### src/rtl/capture_sequencer.sv
// Capture sequencer for the OpenADC sample-clock domain.
// Turns the registered arm/trigger/offset/sample/segment/decimation settings
// into the sample FIFO write strobe and the capture status bits. It also
// measures how long the trigger stayed active after the first accepted event.
module capture_sequencer #(
    parameter int pCOUNT_W = 32,
    parameter int pSEG_W   = 16,
    parameter int pCYC_W   = 20,
    parameter int pDS_W    = 13
) (
    input  logic                adc_sampleclk,
    input  logic                reset_i,
    input  logic                cmd_arm_adc,
    input  logic                trig_in,
    input  logic                trigger_mode,
    input  logic                trigger_wait,
    input  logic                trigger_now,
    input  logic [pCOUNT_W-1:0] trigger_offset,
    input  logic [pCOUNT_W-1:0] maxsamples,
    input  logic [pDS_W-1:0]    downsample,
    input  logic [pSEG_W-1:0]   num_segments,
    input  logic [pCYC_W-1:0]   segment_cycles,
    input  logic                segment_cycle_counter_en,
    output logic                sample_en,
    output logic                capturing,
    output logic                armed,
    output logic                capture_done,
    output logic [pSEG_W-1:0]   segment_count,
    output logic [pCOUNT_W-1:0] trigger_length
);

    typedef enum logic [2:0] {
        ST_IDLE      = 3'd0,
        ST_WAIT_IDLE = 3'd1,
        ST_ARMED     = 3'd2,
        ST_OFFSET    = 3'd3,
        ST_CAPTURE   = 3'd4,
        ST_SEG_WAIT  = 3'd5,
        ST_DONE      = 3'd6
    } state_t;

    localparam logic [pSEG_W:0]   SEG_ONE_W = 1;
    localparam logic [pCOUNT_W:0] CNT_ONE_W = 1;
    localparam logic [pCYC_W:0]   CYC_ONE_W = 1;

    state_t              state_q, state_d;
    logic                trig_r_q, trig_r_d;
    logic                rearm_ok_q, rearm_ok_d;
    logic [pCOUNT_W-1:0] offset_q, offset_d;
    logic [pCOUNT_W-1:0] maxs_q, maxs_d;
    logic [pDS_W-1:0]    ds_q, ds_d;
    logic [pCOUNT_W-1:0] off_cnt_q, off_cnt_d;
    logic [pDS_W-1:0]    ds_cnt_q, ds_cnt_d;
    logic [pCOUNT_W-1:0] samp_cnt_q, samp_cnt_d;
    logic [pCYC_W-1:0]   seg_timer_q, seg_timer_d;
    logic [pSEG_W-1:0]   seg_cnt_q, seg_cnt_d;
    logic [pCOUNT_W-1:0] trig_len_q, trig_len_d;
    logic                len_run_q, len_run_d;
    logic                len_started_q, len_started_d;
    logic                sample_en_q, sample_en_d;
    logic                capturing_q, capturing_d;
    logic                armed_q, armed_d;
    logic                done_q, done_d;

    logic                trig_act;
    logic                trig_event;
    logic [pSEG_W-1:0]   seg_limit;
    logic                last_segment;
    logic                last_sample;
    logic                seg_due;
    logic                start_seg;

    assign trig_act     = trigger_mode ? trig_in : ~trig_in;
    assign trig_event   = (trig_act & ~trig_r_q) | trigger_now;
    assign seg_limit    = (num_segments == '0) ? pSEG_W'(1) : num_segments;
    assign last_segment = ({1'b0, seg_cnt_q} + SEG_ONE_W) >= {1'b0, seg_limit};
    assign last_sample  = ({1'b0, samp_cnt_q} + CNT_ONE_W) >= {1'b0, maxs_q};
    // Timer is 0 in the cycle after an event, so this fires segment_cycles after it.
    assign seg_due      = ({1'b0, seg_timer_q} + CYC_ONE_W) >= {1'b0, segment_cycles};

    // Next-state and next-output logic for the whole sequencer.
    always_comb begin
        state_d       = state_q;
        trig_r_d      = trig_act;
        rearm_ok_d    = cmd_arm_adc ? rearm_ok_q : 1'b1;
        offset_d      = offset_q;
        maxs_d        = maxs_q;
        ds_d          = ds_q;
        off_cnt_d     = off_cnt_q;
        ds_cnt_d      = ds_cnt_q;
        samp_cnt_d    = samp_cnt_q;
        seg_timer_d   = (seg_timer_q == '1) ? seg_timer_q : seg_timer_q + pCYC_W'(1);
        seg_cnt_d     = seg_cnt_q;
        trig_len_d    = trig_len_q;
        len_run_d     = len_run_q;
        len_started_d = len_started_q;
        sample_en_d   = 1'b0;
        start_seg     = 1'b0;

        // Trigger duration runs until the first inactive cycle, saturating.
        if (len_run_q) begin
            if (trig_act) begin
                trig_len_d = (trig_len_q == '1) ? trig_len_q : trig_len_q + pCOUNT_W'(1);
            end else begin
                len_run_d = 1'b0;
            end
        end

        case (state_q)
            ST_IDLE: begin
                // Arming needs a fresh arm level after reset or after the last drop.
                if (cmd_arm_adc && rearm_ok_q) begin
                    state_d       = trigger_wait ? ST_WAIT_IDLE : ST_ARMED;
                    seg_cnt_d     = '0;
                    trig_len_d    = '0;
                    len_run_d     = 1'b0;
                    len_started_d = 1'b0;
                    offset_d      = trigger_offset;
                    maxs_d        = (maxsamples == '0) ? pCOUNT_W'(1) : maxsamples;
                    ds_d          = downsample;
                end
            end
            ST_WAIT_IDLE: begin
                if (!trig_act) begin
                    state_d = ST_ARMED;
                end
            end
            ST_ARMED: begin
                if (trig_event) begin
                    start_seg = 1'b1;
                end
            end
            ST_OFFSET: begin
                if (off_cnt_q == '0) begin
                    state_d     = ST_CAPTURE;
                    sample_en_d = 1'b1;
                end else begin
                    off_cnt_d = off_cnt_q - pCOUNT_W'(1);
                end
            end
            ST_CAPTURE: begin
                if (sample_en_q) begin
                    samp_cnt_d = samp_cnt_q + pCOUNT_W'(1);
                    if (last_sample) begin
                        seg_cnt_d = seg_cnt_q + pSEG_W'(1);
                        if (last_segment) begin
                            state_d = ST_DONE;
                        end else if (segment_cycle_counter_en) begin
                            state_d = ST_SEG_WAIT;
                        end else begin
                            state_d = ST_ARMED;
                        end
                    end else begin
                        ds_cnt_d    = ds_q;
                        sample_en_d = (ds_q == '0);
                    end
                end else begin
                    ds_cnt_d    = ds_cnt_q - pDS_W'(1);
                    sample_en_d = (ds_cnt_q == pDS_W'(1));
                end
            end
            ST_SEG_WAIT: begin
                if (seg_due) begin
                    start_seg = 1'b1;
                end
            end
            ST_DONE: begin
                state_d = ST_DONE;
            end
            default: begin
                state_d = ST_IDLE;
            end
        endcase

        // A real or synthetic event starts one segment.
        if (start_seg) begin
            state_d     = (offset_q != '0) ? ST_OFFSET : ST_CAPTURE;
            off_cnt_d   = offset_q - pCOUNT_W'(1);
            samp_cnt_d  = '0;
            seg_timer_d = '0;
            sample_en_d = (offset_q == '0);
            if (!len_started_q) begin
                len_started_d = 1'b1;
                len_run_d     = trig_act;
                trig_len_d    = {{(pCOUNT_W-1){1'b0}}, trig_act};
            end
        end

        // Dropping arm abandons everything but keeps the reported results.
        if (!cmd_arm_adc) begin
            state_d     = ST_IDLE;
            sample_en_d = 1'b0;
            len_run_d   = 1'b0;
            seg_cnt_d   = seg_cnt_q;
            trig_len_d  = trig_len_q;
        end

        capturing_d = (state_d == ST_OFFSET) || (state_d == ST_CAPTURE) ||
                      (state_d == ST_SEG_WAIT);
        armed_d     = (state_d == ST_WAIT_IDLE) || (state_d == ST_ARMED);
        done_d      = (state_d == ST_DONE);
    end

    // State and registered outputs, with synchronous reset.
    always_ff @(posedge adc_sampleclk) begin
        if (reset_i) begin
            state_q       <= ST_IDLE;
            trig_r_q      <= 1'b0;
            rearm_ok_q    <= 1'b0;
            offset_q      <= '0;
            maxs_q        <= '0;
            ds_q          <= '0;
            off_cnt_q     <= '0;
            ds_cnt_q      <= '0;
            samp_cnt_q    <= '0;
            seg_timer_q   <= '0;
            seg_cnt_q     <= '0;
            trig_len_q    <= '0;
            len_run_q     <= 1'b0;
            len_started_q <= 1'b0;
            sample_en_q   <= 1'b0;
            capturing_q   <= 1'b0;
            armed_q       <= 1'b0;
            done_q        <= 1'b0;
        end else begin
            state_q       <= state_d;
            trig_r_q      <= trig_r_d;
            rearm_ok_q    <= rearm_ok_d;
            offset_q      <= offset_d;
            maxs_q        <= maxs_d;
            ds_q          <= ds_d;
            off_cnt_q     <= off_cnt_d;
            ds_cnt_q      <= ds_cnt_d;
            samp_cnt_q    <= samp_cnt_d;
            seg_timer_q   <= seg_timer_d;
            seg_cnt_q     <= seg_cnt_d;
            trig_len_q    <= trig_len_d;
            len_run_q     <= len_run_d;
            len_started_q <= len_started_d;
            sample_en_q   <= sample_en_d;
            capturing_q   <= capturing_d;
            armed_q       <= armed_d;
            done_q        <= done_d;
        end
    end

    // The strobe is suppressed in the very cycle arm drops.
    assign sample_en      = sample_en_q & cmd_arm_adc;
    assign capturing      = capturing_q;
    assign armed          = armed_q;
    assign capture_done   = done_q;
    assign segment_count  = seg_cnt_q;
    assign trigger_length = trig_len_q;

endmodule
### config.mk
export PLATFORM = sky130hd
export DESIGN_NAME = capture_sequencer
export DESIGN_NICKNAME = d
export VERILOG_FILES = /design/src/rtl/capture_sequencer.sv
export SDC_FILE = /design/constraint.sdc
export NUM_CORES = 1
export LEC_CHECK = 0
export ABC_AREA = 1
export BUFFER_PORTS_ARGS = -buffer_cell sky130_fd_sc_hd__buf_2
export CAP_MARGIN = 20
export CORE_MARGIN = 2
export CORE_UTILIZATION = 25
export DETAILED_ROUTE_END_ITERATION = 12
export GPL_TIMING_DRIVEN = 0
export PLACE_DENSITY_LB_ADDON = 0.15
export RECOVER_POWER = 25
export SLEW_MARGIN = 40
export SYNTH_ARGS = -nofsm -noshare
export SYNTH_HDL_FRONTEND = slang
export SYNTH_SLANG_ARGS = --single-unit
### constraint.sdc
create_clock -name adc_sampleclk -period 5.6 [get_ports adc_sampleclk]
set_input_delay 0.28 -clock adc_sampleclk [delete_from_list [all_inputs] [get_ports adc_sampleclk]]
set_output_delay 0.28 -clock adc_sampleclk [all_outputs]
set_load 0.01 [all_outputs]
Word level (Yosys, flattened, before mapping)
Cells that the tools add are included.

storage, ports and cells
  bits in registers = 233
  input port bits = 121
  word-level logic and storage cells = 127

operators by class
  add/subtract/negate cells = 10
  $lt $le $gt $ge = 3
  equal/unequal tests = 20
  muxes and demuxes = 49
  bitwise operators = 6
  reduce and logical (&&, ||, !) cells = 21

operators with widths
  operator                 count
  $mux W32                 11
  $logic_not A32 Y1        3
  $add A32 B1 Y32 const B  2
  $mux W16                 4
  $sub A32 B1 Y32 const B  2
  $add A32 B1 Y33 const B  1
  $ge A33 B32 Y1           1
  $eq A32 B32 Y1 const B   1
  $pmux W16 S2             1
  $reduce_bool A32 Y1      1
  $mux W3                  10
  $mux W13                 2
  $add A20 B1 Y21 const B  1
  $ge A21 B20 Y1           1
  $add A20 B1 Y20 const B  1
  $eq A20 B20 Y1 const B   1
  $eq A3 B3 Y1 const B     6
  $pmux W3 S6              1
  $add A16 B1 Y17 const B  1
  $ge A17 B16 Y1           1
  $mux W1                  17
  $add A16 B1 Y16 const B  1
  $logic_not A16 Y1        1
  $eq A13 B1 Y1 const B    1
  17 further kinds         37

Logic depth before layout (Yosys ltp)
Gate-level depths: netlist of run 1.

  word-level depth = 12
  mapped depth = 36

Least setup slack after synthesis of run 1
Ideal clock, no wire load.

  path type = register to register
  start = register seg_timer_q[0]
  end = register off_cnt_q[22]
  arrival time = 4085 ps
  slack = 1406 ps
  cell stages (with the launch flop) = 37
  buffers on the path = 1
  cells stage by stage = dfxtp_1 inv_1 nor3_1 nand2_1 nor2_1 nand3_1 nor3_1 nand3_1 nor3_1 nand3_1 inv_1 nand4_1 xor2_1 inv_1 ha_1 inv_1 o211ai_2 inv_1 nand2_1 nor2_2 nand3_2 nand2_4 nand2_4 buf_6 nand2_1 o21ai_2 inv_1 ha_1 nand2_1 nor2_4 nand2_1 nor2_1 nand2_1 nand3_1 nand3_1 nand2_1 inv_1

between the ends
  word-level cells in the longest chain between the ends = 6

RTL lines
  what                                                          line  source
  from (decl)                                                   55    logic [pCYC_W-1:0] seg_timer_q, seg_timer_d;
  from (signal assigned)                                        235   seg_timer_q <= seg_timer_d;
  $add A20 B1 Y21 (*)                                           79    assign seg_due = ({1'b0, seg_timer_q} + CYC_ONE_W) >= {1'b0, segment_cycles};
  $ge A21 B20 Y1 (*)                                            79
  $mux W1 (*)                                                   163   if (seg_due) begin
  $pmux W1 S2 (*)                                               109   case (state_q)
  $ne A2 B2 Y1 (no line) or $reduce_bool A2 Y1 (tied branches)  -
  $reduce_and A2 Y1 (no line)                                   -
  to (signal assigned)                                          232   off_cnt_q <= off_cnt_d;
  to (decl)                                                     52    logic [pCOUNT_W-1:0] off_cnt_q, off_cnt_d;

Every way passes the cells marked *; elsewhere a longest branch is shown, timed or not.
A chain may end at the register's enable or synchronous reset.

Final worst setup path of run 1
  start = register seg_timer_q[0]
  end = register samp_cnt_q[16]

between the ends
  word-level cells in the longest chain between the ends = 5

RTL lines
  what                        line  source
  $add A20 B1 Y21             79
  $ge A21 B20 Y1              79
  $mux W1                     163
  $pmux W1 S2                 109
  $reduce_or A2 Y1 (no line)  -
  to (signal assigned)        234   samp_cnt_q <= samp_cnt_d;
  to (decl)                   54    logic [pCOUNT_W-1:0] samp_cnt_q, samp_cnt_d;

No other way between the ends.

==> results of run 1 <==
worst paths after layout:
path | from | endpoint | slack, ps
max | seg_timer_q[0] | samp_cnt_q[16] | 560
min | maxsamples[20] | maxs_q[20] | 20
max reg2reg | seg_timer_q[0] | samp_cnt_q[16] | 560
min reg2reg | samp_cnt_q[19] | samp_cnt_q[19] | 470
through the flow:
stage / worst slack, ps / instances / area [sq um]
6_report: 556 / 3181 / 17600
3_5_place_dp: 252 / 3070 / 16100
2_1_floorplan: 1410 / 2143 / 14300
5_1_grt: -0.0959 / 3181 / 17600
3_3_place_gp: 304 / 3070 / 16100
4_1_cts: 240 / 3180 / 17700
layout make-up:
type,count,area share (%)
buffer,73,1.94
clock buffer,39,4.61
clock inverter,14,0.865
inverter,375,7.98
multi-input combinational,1462,45.0
sequential,233,26.4
tap,756,5.36
timing repair buffer,229,7.83
synth_stat cells, types with 4 or more instances:
cell      instances
o21bai_1          8
nor4_1           29
nor2_4            7
a31oi_1          10
nor3_2            4
o211ai_1          9
clkinv_1          4
nand2_2           5
o21ai_2           9
nand3_1         105
o21ai_1           7
nand3_2           4
nor3_1           28
nor2_1          203
nand2_1         416
buf_6             4
inv_2             6
nand4_1          43
inv_1           365
xnor2_1          18
xor2_1           71
buf_4             4
a211oi_1         25
clkbuf_1         43
a21oi_1         187
dfxtp_1         233
nand3b_1          8
nor2_2           10
o21ai_0         153
buf_2            15
buf_1             5
ha_1             75
power by group:
group | total, uW | internal, uW | switching, uW
Clock | 1930 | 1150 | 784
Combinational | 726 | 260 | 466
Sequential | 1750 | 1720 | 38.4
Total | 4420 | 3130 | 1290
routing by layer:
metal	GRT usage, %	wire, um	up-vias
met5	0	0	-
met4	3.90	889	0
met3	1.70	2160	42
met2	26.5	21200	301
met1	22.8	24400	6577
li1	-	-	7468
cells by family after synthesis:
| group | after synthesis | synth area share [%] |
|---|---|---|
| AOI/OAI and AO/OA | 422 | 16.2 |
| xor gates and xnor gates | 89 | 5.44 |
| adders and majority gates | 75 | 6.55 |
| buffers and inverters | 448 | 12.3 |
| DFF | 233 | 32.6 |
| and+or+nand+nor | 876 | 27.0 |
flip-flops by register name, summed over array words and instances, names as in the netlist, 13 cells and up:
register        flops
ds_cnt_q           13
ds_q               13
maxs_q             32
off_cnt_q          32
offset_q           32
samp_cnt_q         32
seg_timer_q        20
segment_count      16
trigger_length     32
critical path, cell delays in order, from the launching register on:
cell and delay [ps]:
dfxtp_1 380, inv_1 80, nor3_2 220, nand2_1 80
nor2_1 210, nand3_1 150, nor3_1 180, nand3_1 160
nor3_2 170, nand3_1 110, inv_1 90, nand4_1 100
xor2_1 200, inv_1 70, ha_1 350, nand4_1 130
nand3b_1 220, nand3_4 180, nand2_4 100, nand2_4 80
buf_6 150, buf_2 260, buf_4 260, nor2_4 80
inv_2 200, clkbuf_1 560, a21oi_1 80
what timing repair did:
action                     CTS  global route
setup endpoints to repair    0            72
buffers inserted             0             1
hold buffers                57             0
resized for setup            0            10
hold endpoints to repair    57             0
==> out/metrics.csv, run 1 <==
stage;metric;value;unit
drt;Vias/cell;4.52;
setup_path;cells on worst reg2reg path;26;
logic_synthesis;top cell type's share of synthesized area;32.6;%
logic_synthesis;Mapped Area;14300;sq um
drt;Via Count;14400;
logic_synthesis;synth top area cells;dfxtp_1 (33%), nand2_1 (11%), inv_1 (9.6%);
flow_run;Max Cap Viol;0;
logic_synthesis;Post-synth EDFFs;0;
finish;layout cells sized above 1;10.5;%
sta;total negative setup slack;0;ps
sta;min cycle time layout;5040;ps
setup_path;kind of critical path;reg2reg;
grt;initial antenna violation count;1;
sta;highest clock rate;198;MHz
clocking;CTS buffer count;29;
floorplan;die width;243;um
clocking;CTS tree;built;
outcome;status;finished clean;
sta;actual slew at the worst max-slew pin;812;ps
drt;First-pass DRT Iterations;5;
finish;multi-input logic area;7940;sq um
setup_path;CP endpoint kind;flop;
sta;Slew Viols, Final;0;
floorplan;Initial Utilization;25.4;%
hold_path;worst hold path depth;3;
finish;fin util;31.2;%
grt;first-pass GRT wire length;77500;um
hold_path;HP Class;in2reg;
drt;Detailed Route WL;48600;um
grt;Congestion Overflow GR;0;
clocking;Clock Pin Slew Worst Setup and Hold Paths;60;ps
placement;detailed placer's ending HPWL;38200;um
finish;# diodes;0;
logic_synthesis;largest area contributor in the netlist;dfxtp_1;
logic_synthesis;ys flop type;dfxtp_1;
logic_synthesis;Post-Syn Nets;2339;
finish;fill count;6286;
drt;antenna-violating nets left;0;
setup_path;worst-path fanout max;10;
drt;Iteration-0 DRC Markers;762;
sta;final hold viol count;0;
sta;share of the clock period used by the worst path;90.1;%
drt;# DRC;0;
clocking;Clock Latency Late Sink;570;ps
grt;gr usage total;16.2;%
sta;Clock Skews;11.8;ps
logic_synthesis;Mapped Cells;2143;
clocking;clk buf depth;3;
logic_synthesis;#FFs+latches synth;233;
sta;Final setup viols;0;
sta;hold_ws;22.6;ps
clocking;CTS root buf;clkbuf_16;
setup_path;element type at the critical path start;flop;
finish;commonest non-fill, non-tap cell in the layout;nand2_1;
clocking;CTS H-Tree Depth;1;
logic_synthesis;register area share after synthesis;32.6;%
finish;area grow syn2layout;23.2;%
floorplan;num ports;173;
floorplan;Die Area;59200;sq um
logic_synthesis;Yosys cell types;53;
finish;most frequent cells in the layout;nand2_1 (415), inv_1 (366), dfxtp_1 (233), nor2_1 (198), a21oi_1 (187);
power;VDD IR max;216;uV
clocking;Sink Count;233;
placement;gpl congestion;0.909;
grt;pin count of the biggest net entering global routing;14;
floorplan;Site Rows;87;
drt;routed len/inst;15.3;um
setup_path;WP data arrival;5460;ps
power;PD cells;250;nW/um^2
finish;FF/Latch Area;4660;sq um
floorplan;Chip Height;243;um
placement;port buffer count;171;
power;Tot Pwr;4420;uW
power;leakage;0.00826;uW
finish;nets;2599;
sta;relative slew slack;45.4;%
grt;vias in the first global route;14200;
logic_synthesis;Async S/R FF share, synth;0;%
logic_synthesis;YS warnings;0;
floorplan;CORE AREA;56500;sq um
logic_synthesis;synthesized area per cell;6.68;sq um
setup_path;required time of the critical path;6010;ps
Power figures use the tool's default switching activity.
==> run 2, diff against run 1 <==
- clock period: 5.6 -> 6.1 ns (I/O delays scaled with it)
==> run 2 against run 1 <==
Effect of this change:
- via count fell by 0.53%
- maximum frequency fell by 4.8%
- count of clock-buffer cells in the layout did not move
- cell count fell by 0.85%
- wire length fell by 0.45%
- global-route usage barely moved
- combinational power fell by 10%
- critical path type unchanged
- critical endpoint unchanged
- largest cell class unchanged
- highest routed layer unchanged
==> out/metrics.csv, run 2 (synthesis gave the netlist of run 1 again) <==
stage;metric;value;unit;change
grt;vias in the first global route;14100;;-0.49%
finish;area grow syn2layout;21.0;%;
clocking;Sink Count;233;;unchanged
placement;Placed Cells;3070;;unchanged
drt;antenna-violating nets left;0;;unchanged
finish;layout cells sized above 1;10.2;%;-0.30 points
drt;Iteration-0 DRC Markers;783;;+2.8%
grt;gr usage total;16.2;%;-0.042 points
clocking;Clock Latency Late Sink;570;ps;about the same
setup_path;worst-path fanout max;10;;unchanged
finish;most frequent cells in the layout;nand2_1 (416), inv_1 (366), dfxtp_1 (233), nor2_1 (202), a21oi_1 (187);;
placement;post-place setup slack;752;ps;+500 ps
setup_path;kind of critical path;reg2reg;;
placement;Cell Area, Placed;16100;sq um;unchanged
clocking;CTS root buf;clkbuf_16;;
setup_path;Top delay family on crit path;simple AND/OR/NAND/NOR gates;;
power;leakage;0.00814;uW;-1.5%
sta;relative slew slack;43.4;%;-2.0 points
floorplan;Initial Utilization;25.4;%;unchanged
sta;final hold viol count;0;;unchanged
clocking;CTS tree;built;;
sta;Slew Viols, Final;0;;unchanged
floorplan;Site Rows;87;;unchanged
setup_path;CP peak stage delay;550;ps;about the same
hold_path;HP Class;in2reg;;
setup_path;crit-path most repeated cell;inv_1;;
sta;highest clock rate;189;MHz;-4.8%
clocking;Clock Pin Slew Worst Setup and Hold Paths;60;ps;about the same
setup_path;WP data arrival;5710;ps;+250 ps
placement;gpl congestion;0.909;;unchanged
grt;initial antenna violation count;1;;unchanged
flow_run;Max Cap Viol;0;;unchanged
floorplan;die width;243;um;unchanged
power;PD cells;233;nW/um^2;-6.9%
drt;routed len/inst;15.3;um;+0.40%
clocking;CTS buffer count;29;;unchanged
grt;Congestion Overflow GR;0;;unchanged
hold_path;Hold Crit Start;maxsamples[8];;
grt;first-pass GRT wire length;77200;um;-0.29%
floorplan;Die Area;59200;sq um;unchanged
finish;# diodes;0;;unchanged
sta;Clock Skews;12.1;ps;+0.342 ps
drt;Via Count;14300;;-0.53%
finish;FF/Latch Area;4660;sq um;unchanged
finish;commonest non-fill, non-tap cell in the layout;nand2_1;;
floorplan;CORE AREA;56500;sq um;unchanged
clocking;CTS H-Tree Depth;1;;unchanged
finish;nets;2572;;-1.0%
drt;Vias/cell;4.54;;+0.32%
setup_path;element type at the critical path start;flop;;
sta;RSZ-0062 raised after global routing;no;;
outcome;status;finished clean;;
drt;First-pass DRT Iterations;5;;unchanged
setup_path;Bufs and invs on worst path;10;;+2
finish;non-filler instance count after layout;3154;;-0.85%
grt;pin count of the biggest net entering global routing;14;;unchanged
setup_path;required time of the critical path;6510;ps;+500 ps
floorplan;num ports;173;;unchanged
sta;total negative setup slack;0;ps;unchanged
placement;port buffer count;171;;unchanged
power;VDD IR max;199;uV;-8.0%
placement;detailed placer's ending HPWL;38200;um;unchanged
sta;Final setup viols;0;;unchanged
clocking;clk buf depth;3;;unchanged
setup_path;Worst R2R Start;seg_timer_q[0];;
finish;fill count;6309;;+0.37%
sta;actual slew at the worst max-slew pin;841;ps;+29.1 ps
sta;Final WS setup;800;ps;+244 ps
finish;fin util;30.7;%;-0.57 points
sta;min cycle time layout;5300;ps;+256 ps
setup_path;CP startpoint;seg_timer_q[0];;
floorplan;Chip Height;243;um;unchanged
finish;multi-input logic area;7900;sq um;-0.54%
setup_path;critical path's slowest cell;clkbuf_1;;
finish;Design Area, Final;17300;sq um;-1.8%
drt;Detailed Route WL;48400;um;-0.45%
setup_path;CP endpoint kind;flop;;
sta;share of the clock period used by the worst path;86.9;%;-3.2 points
drt;# DRC;0;;unchanged
-- run 2: path summary, 6_finish.rpt --
check	endpoint	depth (start not counted)	slack (ps)
setup / recovery	samp_cnt_q[16]	29	800
hold / removal	maxs_q[8]	3	20
setup reg to reg	samp_cnt_q[16]	29	800
hold reg to reg	samp_cnt_q[19]	2	470
-- run 2: tightest hold or removal path: cells and delay by family --
| family | cells | cell delay [ps] |
|---|---|---|
| compound gates | 1 | 110 |
| buf+inv | 2 | 140 |
-- run 2: area by class of cell --
cell class / instances / area share, %
well taps: 756 / 5.46
plain buffers: 73 / 1.97
clock buffers: 39 / 4.69
clock inverters: 14 / 0.881
flip-flops and latches: 233 / 26.9
inverters: 375 / 8.12
repair buffers: 202 / 6.36
multi-input cells: 1462 / 45.6
-- run 2: timing repair --
item | 4_1_cts | 5_1_grt
setup buffers | 0 | 0
gates resized for setup | 0 | 0
hold buffers | 31 | 0
endpoints found under the hold margin | 31 | 0
-- run 2: through the flow --
stage	hold slack (ps)	power, uW
CTS	0.762	4100
global placement	456	2280
detailed placement	467	2280
finish	21.3	4030
global route	23.9	4250
floorplan	439	2060
-- run 2: layer usage --
layer  vias up  track usage [%]  routed length, um
li1       7417                -                  -
met1      6520             22.8              24200
met2       327             26.4              20900
met3        48             1.70               2350
met4         0             4.01                928
met5         -                0                  0
-- run 2: power breakdown --
group	leakage, uW	total, uW	switching (uW)	internal, uW
clock	0.000473	1770	716	1060
sequential	0.00189	1610	35.3	1580
combinational	0.00577	651	424	227
total	0.00814	4030	1180	2860
==> run 3, diff against run 2 <==
- HOLD_SLACK_MARGIN: unset -> 0.1
==> run 3 against run 2 <==
Effect of this change:
- count of clock-buffer cells in the layout unchanged
- critical path depth unchanged
- sequential power barely moved
- final area is 2.7% higher
- total power grew 0.56%
- clock skew about the same
- register-to-register slack about the same
- hold slack better by 130 ps
- first-iteration DRC count rose by 2.3%
- maximum frequency about the same
- die area stayed put
- flip-flop and latch count unchanged
- largest power group unchanged
- highest routed layer unchanged
==> out/metrics.csv, run 3 (synthesis gave the netlist of run 1 again) <==
stage;metric;value;unit;change
clocking;Resized Gates After CTS;0;;unchanged
setup_path;CP startpoint;seg_timer_q[0];;
setup_path;required time of the critical path;6510;ps;about the same
clocking;setup bufs post-CTS;0;;unchanged
clocking;Clock Pin Slew Worst Setup and Hold Paths;60;ps;about the same
sta;min cycle time layout;5300;ps;+4.13 ps
power;VDD IR max;199;uV;about the same
setup_path;Worst R2R Start;seg_timer_q[0];;
hold_path;HP Class;in2reg;;
clocking;CTS H-Tree Depth;1;;unchanged
setup_path;WP data arrival;5720;ps;about the same
clocking;clk buf depth;3;;unchanged
placement;port buffer count;171;;unchanged
finish;commonest non-fill, non-tap cell in the layout;nand2_1;;
sta;Slew Viols, Final;0;;unchanged
sta;actual slew at the worst max-slew pin;794;ps;-47.0 ps
floorplan;Chip Height;243;um;unchanged
setup_path;CP peak stage delay;550;ps;about the same
clocking;CTS tree;built;;
sta;share of the clock period used by the worst path;86.9;%;about the same
setup_path;CP endpoint kind;flop;;
setup_path;critical path's slowest cell;clkbuf_1;;
floorplan;Die Area;59200;sq um;unchanged
setup_path;Bufs and invs on worst path;10;;unchanged
grt;first-pass GRT wire length;77900;um;+0.89%
setup_path;crit-path most repeated cell;inv_1;;
flow_run;Max Cap Viol;0;;unchanged
floorplan;die width;243;um;unchanged
drt;routed len/inst;15.2;um;-0.69%
drt;antenna-violating nets left;0;;unchanged
clocking;CTS root buf;clkbuf_16;;
power;leakage;0.00834;uW;+2.4%
placement;detailed placer's ending HPWL;38200;um;unchanged
finish;nets;2619;;+1.8%
drt;Vias/cell;4.51;;-0.56%
outcome;status;finished clean;;
drt;# DRC;0;;unchanged
sta;highest clock rate;189;MHz;about the same
clocking;CTS buffer count;29;;unchanged
sta;RSZ-0062 raised after global routing;no;;
clocking;Clock Latency Late Sink;560;ps;about the same
grt;Congestion Overflow GR;0;;unchanged
sta;Final setup viols;0;;unchanged
sta;relative slew slack;46.6;%;+3.2 points
sta;Clock Skews;11.8;ps;-0.350 ps
finish;area grow syn2layout;24.3;%;
floorplan;Initial Utilization;25.4;%;unchanged
placement;gpl congestion;0.909;;unchanged
finish;layout cells sized above 1;10.0;%;-0.20 points
grt;vias in the first global route;14300;;+1.5%
grt;pin count of the biggest net entering global routing;14;;unchanged
setup_path;kind of critical path;reg2reg;;
drt;First-pass DRT Iterations;5;;unchanged
grt;gr usage total;16.3;%;+0.13 points
finish;fill count;6274;;-0.55%
floorplan;num ports;173;;unchanged
finish;# diodes;0;;unchanged
drt;Iteration-0 DRC Markers;801;;+2.3%
setup_path;Top delay family on crit path;simple AND/OR/NAND/NOR gates;;
setup_path;worst-path fanout max;10;;unchanged
drt;Via Count;14400;;+0.92%
sta;total negative setup slack;0;ps;unchanged
sta;final hold viol count;0;;unchanged
clocking;Sink Count;233;;unchanged
floorplan;Site Rows;87;;unchanged
sta;hold_ws;151;ps;+129 ps
finish;most frequent cells in the layout;nand2_1 (416), inv_1 (366), dfxtp_1 (233), nor2_1 (202), a21oi_1 (187);;
hold_path;Hold Crit Start;cmd_arm_adc;;
power;PD cells;228;nW/um^2;-2.1%
setup_path;element type at the critical path start;flop;;
grt;initial antenna violation count;1;;unchanged
floorplan;CORE AREA;56500;sq um;unchanged
drt;Detailed Route WL;48800;um;+0.79%
run 3: cell type report:
| cell class | instances | area (sq um) | share of cell area (%) |
|---|---|---|---|
| multi-input combinational | 1462 | 7900 | 44.4 |
| sequential | 233 | 4660 | 26.2 |
| timing repair buffer | 249 | 1570 | 8.84 |
| inverter | 375 | 1410 | 7.91 |
| tap | 756 | 946 | 5.31 |
| clock buffer | 39 | 813 | 4.57 |
| buffer | 73 | 342 | 1.92 |
| clock inverter | 14 | 153 | 0.858 |
run 3: worst register-to-register path: cells and delay by family (launching register included):
| kind | cells | cell delay, ps |
|---|---|---|
| simple gates | 15 | 2190 |
| flops | 1 | 380 |
| compound gates | 2 | 240 |
| buf+inv | 10 | 1800 |
| fa+ha+maj | 1 | 350 |
| xor+xnor | 1 | 200 |
run 3: final timing paths:
kind | to | slack, ps | cells after the start
max | samp_cnt_q[16] | 800 | 29
min | armed | 150 | 4
max reg2reg | samp_cnt_q[16] | 800 | 29
min reg2reg | samp_cnt_q[19] | 470 | 2
run 3: repair_timing:
| item | 4_1_cts | 5_1_grt |
|---|---|---|
| endpoints found under the setup margin | 0 | 0 |
| endpoints found under the hold margin | 83 | 0 |
| hold buffers | 78 | 0 |
run 3: layer usage:
layer	vias to the layer above	global-route usage, %	share of wire (%)
li1	7508	-	-
met1	6583	22.9	50
met2	307	26.7	44
met3	46	1.71	4.4
met4	0	4.01	1.9
met5	-	0	0
run 3: where the power goes:
group | internal [uW] | total (uW) | switching (uW)
clock | 1060 | 1770 | 715
sequential | 1580 | 1610 | 35.1
combinational | 247 | 675 | 428
run 3: metrics by stage:
stage | setup WS (ps) | power, uW | util, % | instance area, sq um | std cells
2_1_floorplan | 1910 | 2060 | - | 14300 | 2143
3_3_place_gp | 804 | 2280 | 28.5 | 16100 | 3070
3_5_place_dp | 752 | 2280 | 28.5 | 16100 | 3070
4_1_cts | 740 | 4120 | 31.6 | 17900 | 3201
5_1_grt | 209 | 4280 | 31.5 | 17800 | 3201
6_report | 796 | 4060 | 31.5 | 17800 | 3201
